[src/rtl/dual_issue_scoreboard.sv]
// Dual-issue scoreboard: decides each cycle whether slot A, or slots A+B,
// may issue to the dual-port register file, tracks a busy bit per register
// for long-latency results, and counts stall cycles (saturating).
// Optional feature: define SB_WB_BYPASS_EN so that a writeback releases its
// dependents in the same cycle; otherwise release is one cycle later.
module dual_issue_scoreboard #(
    parameter int ADDR_WIDTH = 5,
    parameter int CNT_WIDTH  = 16
) (
    input  logic                     clk,
    input  logic                     reset,
    input  logic                     valA_i,
    input  logic                     valB_i,
    input  logic [ADDR_WIDTH-1:0]    rs1A_i,
    input  logic [ADDR_WIDTH-1:0]    rs2A_i,
    input  logic [ADDR_WIDTH-1:0]    rs1B_i,
    input  logic [ADDR_WIDTH-1:0]    rs2B_i,
    input  logic [ADDR_WIDTH-1:0]    rdA_i,
    input  logic [ADDR_WIDTH-1:0]    rdB_i,
    input  logic                     wrA_i,
    input  logic                     wrB_i,
    input  logic                     longA_i,
    input  logic                     longB_i,
    input  logic                     wbA_i,
    input  logic                     wbB_i,
    input  logic [ADDR_WIDTH-1:0]    wbRdA_i,
    input  logic [ADDR_WIDTH-1:0]    wbRdB_i,
    input  logic                     hold_i,
    output logic [1:0]               issue_o,
    output logic                     stall_o,
    output logic [2**ADDR_WIDTH-1:0] busy_o,
    output logic [CNT_WIDTH-1:0]     stall_cnt_o
);

    localparam int NREG = 2**ADDR_WIDTH;

    logic [NREG-1:0]      busy_q;
    logic [NREG-1:0]      clear_mask;
    logic [NREG-1:0]      set_mask;
    logic [NREG-1:0]      busy_eff;
    logic [NREG-1:0]      busy_nxt;
    logic [CNT_WIDTH-1:0] cnt_q;
    logic                 haz_a;
    logic                 haz_b;
    logic                 raw_ab;
    logic                 waw_ab;
    logic                 issue_a;
    logic                 issue_b;
    logic                 stall;

    // Decode this cycle's writebacks into a per-register clear mask.
    always_comb begin
        clear_mask = '0;
        if (wbA_i) clear_mask[wbRdA_i] = 1'b1;
        if (wbB_i) clear_mask[wbRdB_i] = 1'b1;
    end

    // Busy view used by the hazard checks (optionally bypassing writebacks).
    always_comb begin
`ifdef SB_WB_BYPASS_EN
        busy_eff = busy_q & ~clear_mask;
`else
        busy_eff = busy_q;
`endif
    end

    // Issue decision: A on its own hazards, B additionally on intra-pair RAW/WAW.
    always_comb begin
        haz_a   = busy_eff[rs1A_i] | busy_eff[rs2A_i] | (wrA_i & busy_eff[rdA_i]);
        haz_b   = busy_eff[rs1B_i] | busy_eff[rs2B_i] | (wrB_i & busy_eff[rdB_i]);
        raw_ab  = wrA_i & (rdA_i != '0) & ((rs1B_i == rdA_i) | (rs2B_i == rdA_i));
        waw_ab  = wrA_i & wrB_i & (rdA_i == rdB_i) & (rdA_i != '0);
        issue_a = ~reset & valA_i & ~hold_i & ~haz_a;
        issue_b = issue_a & valB_i & ~haz_b & ~raw_ab & ~waw_ab;
        stall   = ~reset & valA_i & ~issue_a;
    end

    // Next busy vector: clears applied first so a same-cycle set wins; x0 never busy.
    always_comb begin
        set_mask = '0;
        if (issue_a & wrA_i & longA_i) set_mask[rdA_i] = 1'b1;
        if (issue_b & wrB_i & longB_i) set_mask[rdB_i] = 1'b1;
        busy_nxt    = (busy_q & ~clear_mask) | set_mask;
        busy_nxt[0] = 1'b0;
    end

    // Busy register; reset drops every outstanding long-latency result.
    always_ff @(posedge clk) begin
        if (reset) busy_q <= '0;
        else       busy_q <= busy_nxt;
    end

    // Saturating stall-cycle counter.
    always_ff @(posedge clk) begin
        if (reset)                      cnt_q <= '0;
        else if (stall && cnt_q != '1)  cnt_q <= cnt_q + CNT_WIDTH'(1);
    end

    assign issue_o     = {issue_a, issue_b};
    assign stall_o     = stall;
    assign busy_o      = busy_q;
    assign stall_cnt_o = cnt_q;

endmodule

[config.mk]
export PLATFORM = sky130hd
export DESIGN_NAME = dual_issue_scoreboard
export DESIGN_NICKNAME = d
export VERILOG_FILES = /design/src/rtl/dual_issue_scoreboard.sv
export SDC_FILE = /design/constraint.sdc
export NUM_CORES = 1
export LEC_CHECK = 0
export CORE_ASPECT_RATIO = 1.2
export CORE_UTILIZATION = 57
export DETAILED_ROUTE_END_ITERATION = 6
export GPL_ROUTABILITY_DRIVEN = 1
export PLACE_DENSITY = 0.95
export RECOVER_POWER = 100
export SETUP_SLACK_MARGIN = 0.05
export SLEW_MARGIN = 25
export SYNTH_ARGS = -nofsm -noshare
export SYNTH_HDL_FRONTEND = slang
export SYNTH_SLANG_ARGS = --single-unit
export TNS_END_PERCENT = 100
[constraint.sdc]
create_clock -name clk -period 5.97 [get_ports clk]
set_input_delay 0.8955 -clock clk [delete_from_list [all_inputs] [get_ports clk]]
set_output_delay 0.8955 -clock clk [all_outputs]
set_load 0.1 [all_outputs]
Yosys cells after proc, flatten, opt, wreduce, memory -nomap -nowiden
Cells that the tools add are included.

Register bits: 48. Latch bits: 0. Memory bits (writable): 0. ROM bits: 0. Bits of input ports: 51. Output and inout bits: 51. Logic and storage cells: 86. Memories: 0.

Add/subtract/negate cells: 1. Multipliers: 0. Div/mod/pow operators: 0. Order comparisons: 12. Eq/ne operators: 4. Shift-type cells: 0. Muxes and demuxes: 24. Bitwise operators: 36. Reductions and logical operators: 6.

Operators with widths (number): $mux W32 (4); $or A32 B32 Y32 (3); $lt A5 B6 Y1 const B (8); $and A32 B32 Y32 (1); $not A32 Y32 (1); $bmux W1 S5 (6); $demux W1 S5 (4); $ge A5 B1 Y1 const B (4); $and A1 B1 Y1 (19); $add A16 B1 Y16 const B (1); $ne A16 B16 Y1 const B (1); $eq A5 B5 Y1 (3); $mux W1 (10); $not A1 Y1 (7); $logic_and A1 B1 Y1 (5); $or A1 B1 Y1 (5); $reduce_bool A5 Y1 (1).

Logic depth before layout (Yosys ltp)
Depth after elaboration: 14. Mapped depth: 13. Gate-level depth less buffers: 7.

Worst setup path before layout
OpenSTA, ideal clock, no wires.

Path kind: in2out. From: in rdA_i[0]. To: out stall_o. Arrival time: 3.917 ns. Required time: 5.075 ns. Path slack: 1.158 ns. Stages: 11. Path through: clkbuf_1 buf_2 nor2b_1 clkbuf_1 nand3_1 a31o_2 o21ai_2 a211oi_4 buf_6 buf_6 nor2_1.

Word-level cells in the longest chain between the ends: 8.

RTL lines: start: declaration (RTL line 18) `input logic [ADDR_WIDTH-1:0] rdA_i,`; $bmux W1 S5 (RTL line 69) `haz_a = busy_eff[rs1A_i] | busy_eff[rs2A_i] | (wrA_i & busy_eff[rdA_i]);`; $mux W1 (implied by the code) (RTL line 69); $and A1 B1 Y1 (RTL line 69); $or A1 B1 Y1 (RTL line 69); $not A1 Y1 (RTL line 73) `issue_a = ~reset & valA_i & ~hold_i & ~haz_a;`; $and A1 B1 Y1 (RTL line 73); via issue_a (RTL line 47) `logic issue_a;`; $not A1 Y1 (RTL line 75) `stall = ~reset & valA_i & ~issue_a;`; $and A1 B1 Y1 (RTL line 75); end: declaration (RTL line 30) `output logic stall_o,`.

The timed path passes the listed nets, and every way through them passes these cells. The select of a mux whose other input is x is not followed.

Final worst setup path
From: in rs1A_i[1]. To: out issue_o[1].

Word-level cells in the longest chain between the ends: 6.

RTL lines: start: declaration (RTL line 14) `input logic [ADDR_WIDTH-1:0] rs1A_i,`; $bmux W1 S5 (RTL line 69); $mux W1 (implied by the code) (RTL line 69); $or A1 B1 Y1 (2 in series) (RTL line 69); $not A1 Y1 (RTL line 73); $and A1 B1 Y1 (RTL line 73); end: declaration (RTL line 29) `output logic [1:0] issue_o,`.

No other way between the ends. The select of a mux whose other input is x is not followed.

==> metrics.txt <==
worst-path fanout max 34; final net count 674; IO Pins 102; WL per Instance 25.3 µm; Top FF cell, synth dfxtp_1; register-to-register setup slack 1940 ps; most frequent cells after synthesis dfxtp_1, nand2_1, mux2i_1; CP arrival 4560 ps; Slew HR 17.5%; Fin Setup TNS 0 ps; R2R depth 8; final wirelength 18600 µm; P&R area growth vs syn 20.8%; initial antenna violation count 0; max-slew violation count 0; WP data required 5070 ps; DR DRC count 0; core area 8200 µm²; max cap viols 0; asr flop ratio synth 0%; WHS Path Cells 2; kind of critical path in -> out; Mapped Cells 564; status finished clean; DR WL met3 2540 µm; cell area after synthesis 4860 µm²; die area 8900 µm²; Core Util, Final 71.6%; Total GRT Usage 41.7%; clock latency on the worst-skew pair 320 ps; Final Non-Filler Cells 737; reg-to-reg critical path startpoint busy_o[21]$_SDFF_PP0_; Syn Nets 616; routed wl met2 8390 µm; period utilisation layout 91.4%; vias in the first global route 5238; cell row count 36; Pre-antenna DRT Iters 5; root buffer cell clkbuf_8; Placed Instances 729; Worst setup EP type primary output; Fmax achieved 183 MHz; Die Y 103 µm; post-CTS setup buffers 0; Via-to-Cell Ratio 7.57; post-cts sizing count 0; Synth Register Bits 47; leakage power 2.08 nW; CTS tree done; Synth top area share 19.4%; Yosys top cell by area dfxtp_1; Total Power 0.798 mW; Iteration-0 DRC Markers 721; Hold Path End stall_cnt_o[8]$_SDFFE_PP0P_; largest cells by area after synthesis dfxtp_1, mux4_2, mux2i_1; Period minus WS final 5460 ps; M1 WL 6350 µm; layout cell share with drive strength beyond 1 11.9%; Hold Worst Slack 499 ps; EDFF count, synth 0; hold crit path type reg -> reg; number of distinct library cells after synthesis 69; Initial Util 59.3%; first-pass GRT wire length 28000 µm; count leader, synth dfxtp_1; Fin. Hold Viols 0; Synth Warn # 0; Port-buffer cells 100; H-tree depth 2; estimated wirelength of the detail-placed design 12900 µm; Worst-path clk slew 90 ps; Die Wd 86.3 µm; clk_skew 19.6 ps; Num Clock Sinks 47; clk buf depth 2; final setup fails 0; Min-Delay Startpoint stall_cnt_o[8]$_SDFFE_PP0P_; routability congestion estimate from global placement 1.01; CP Launch Type input port; Diodes inserted 0; cts hold-fix bufs 0; highest metal used met4; RR Endpoint busy_o[31]$_SDFF_PP0_; largest net degree at the start of global routing 38; average size of a mapped cell 8.61 µm²; Antenna Violating Nets Remaining 0; via count 5581; RSZ-0062 raised after global routing false; worst-margin pin slew 1240 ps; power density over cell area 136 nW/µm²; worst vdd ir 160 µV; CTS Buf Count 5; fillers 641; post-synthesis sequential area ratio 19.4%; gr ovfl total 0
==> layer usage <==
layer  global-route usage (%)  vias to the layer above
met5                        0                        -
met1                     51.6                     2577
li1                         -                     2366
met2                     65.6                      494
met3                     9.61                      144
met4                     26.9                        0
==> layout make-up <==
type	count	area [µm²]	area share, %
timing repair buffer	107	1050	17.9
clock buffer	6	72.6	1.24
tap	114	143	2.43
inverter	7	26.3	0.448
clock inverter	2	60.1	1.02
multi-input combinational	454	3580	61.0
sequential	47	941	16.0
==> sequential cells by signal, indices dropped and copies added, names as in the netlist <==
register     count
busy_o          31
stall_cnt_o     16
==> power breakdown <==
group | leakage (nW) | internal [mW] | switching [mW] | total [mW]
sequential | 0.379 | 0.314 | 0.00216 | 0.316
combinational | 1.64 | 0.0738 | 0.119 | 0.193
clock | 0.0654 | 0.168 | 0.121 | 0.289
==> worst max-delay path, cell delays in order <==
cell and delay (ps):
dlygate4sd3_1 810, mux4_2 540, nand2b_1 160, a311o_1 260, or4_1 530, a211oi_1 450, buf_4 390, clkbuf_2 520
==> how the worst max path moves through the flow <==
stage	start	endpoint	slack, ps	cells past startpoint
after floorplan	rdA_i[0]	stall_o	1160	11
after detailed placement	rs1A_i[1]	issue_o[0]	910	10
after CTS	rs1A_i[1]	issue_o[0]	900	10
after global routing	rs1A_i[1]	issue_o[1]	420	8
after global placement	rs1A_i[1]	issue_o[0]	980	10
final	rs1A_i[1]	issue_o[1]	510	8
==> placed cells by master, fill, tap and decap left out, types with 8 or more instances in the layout <==
cell type / n
dlygate4sd3_1: 49
clkdlybuf4s50_1: 48
dfxtp_1: 47
nand2_1: 34
mux2i_1: 32
nand3_1: 31
a21oi_1: 28
mux4_2: 27
a31oi_1: 26
o31ai_1: 24
nor3b_1: 23
o22ai_1: 21
nor3_1: 18
nor2_1: 16
nand3b_1: 15
mux2_2: 11
o21ai_0: 10
xor2_1: 10
nand2b_1: 9
and3_1: 8
nor2b_1: 8
==> metrics by stage <==
step / setup slack [ps] / cell area [µm²]
finish: 512 / 5870
global route: 420 / 5870
CTS: 903 / 5940
detailed placement: 912 / 5810
global placement: 979 / 5810
floorplan: 1160 / 4860
==> cells by family after synthesis <==
kind of cell / synth area share [%]
AOI/OAI and AO/OA: 22.2
xor gates and xnor gates: 2.70
adders and majority gates: 0.257
buffers and inverters: 6.39
DFF: 19.4
muxes: 22.7
other: 0.0772
and+or+nand+nor: 26.3
Power figures use the tool's default switching activity.
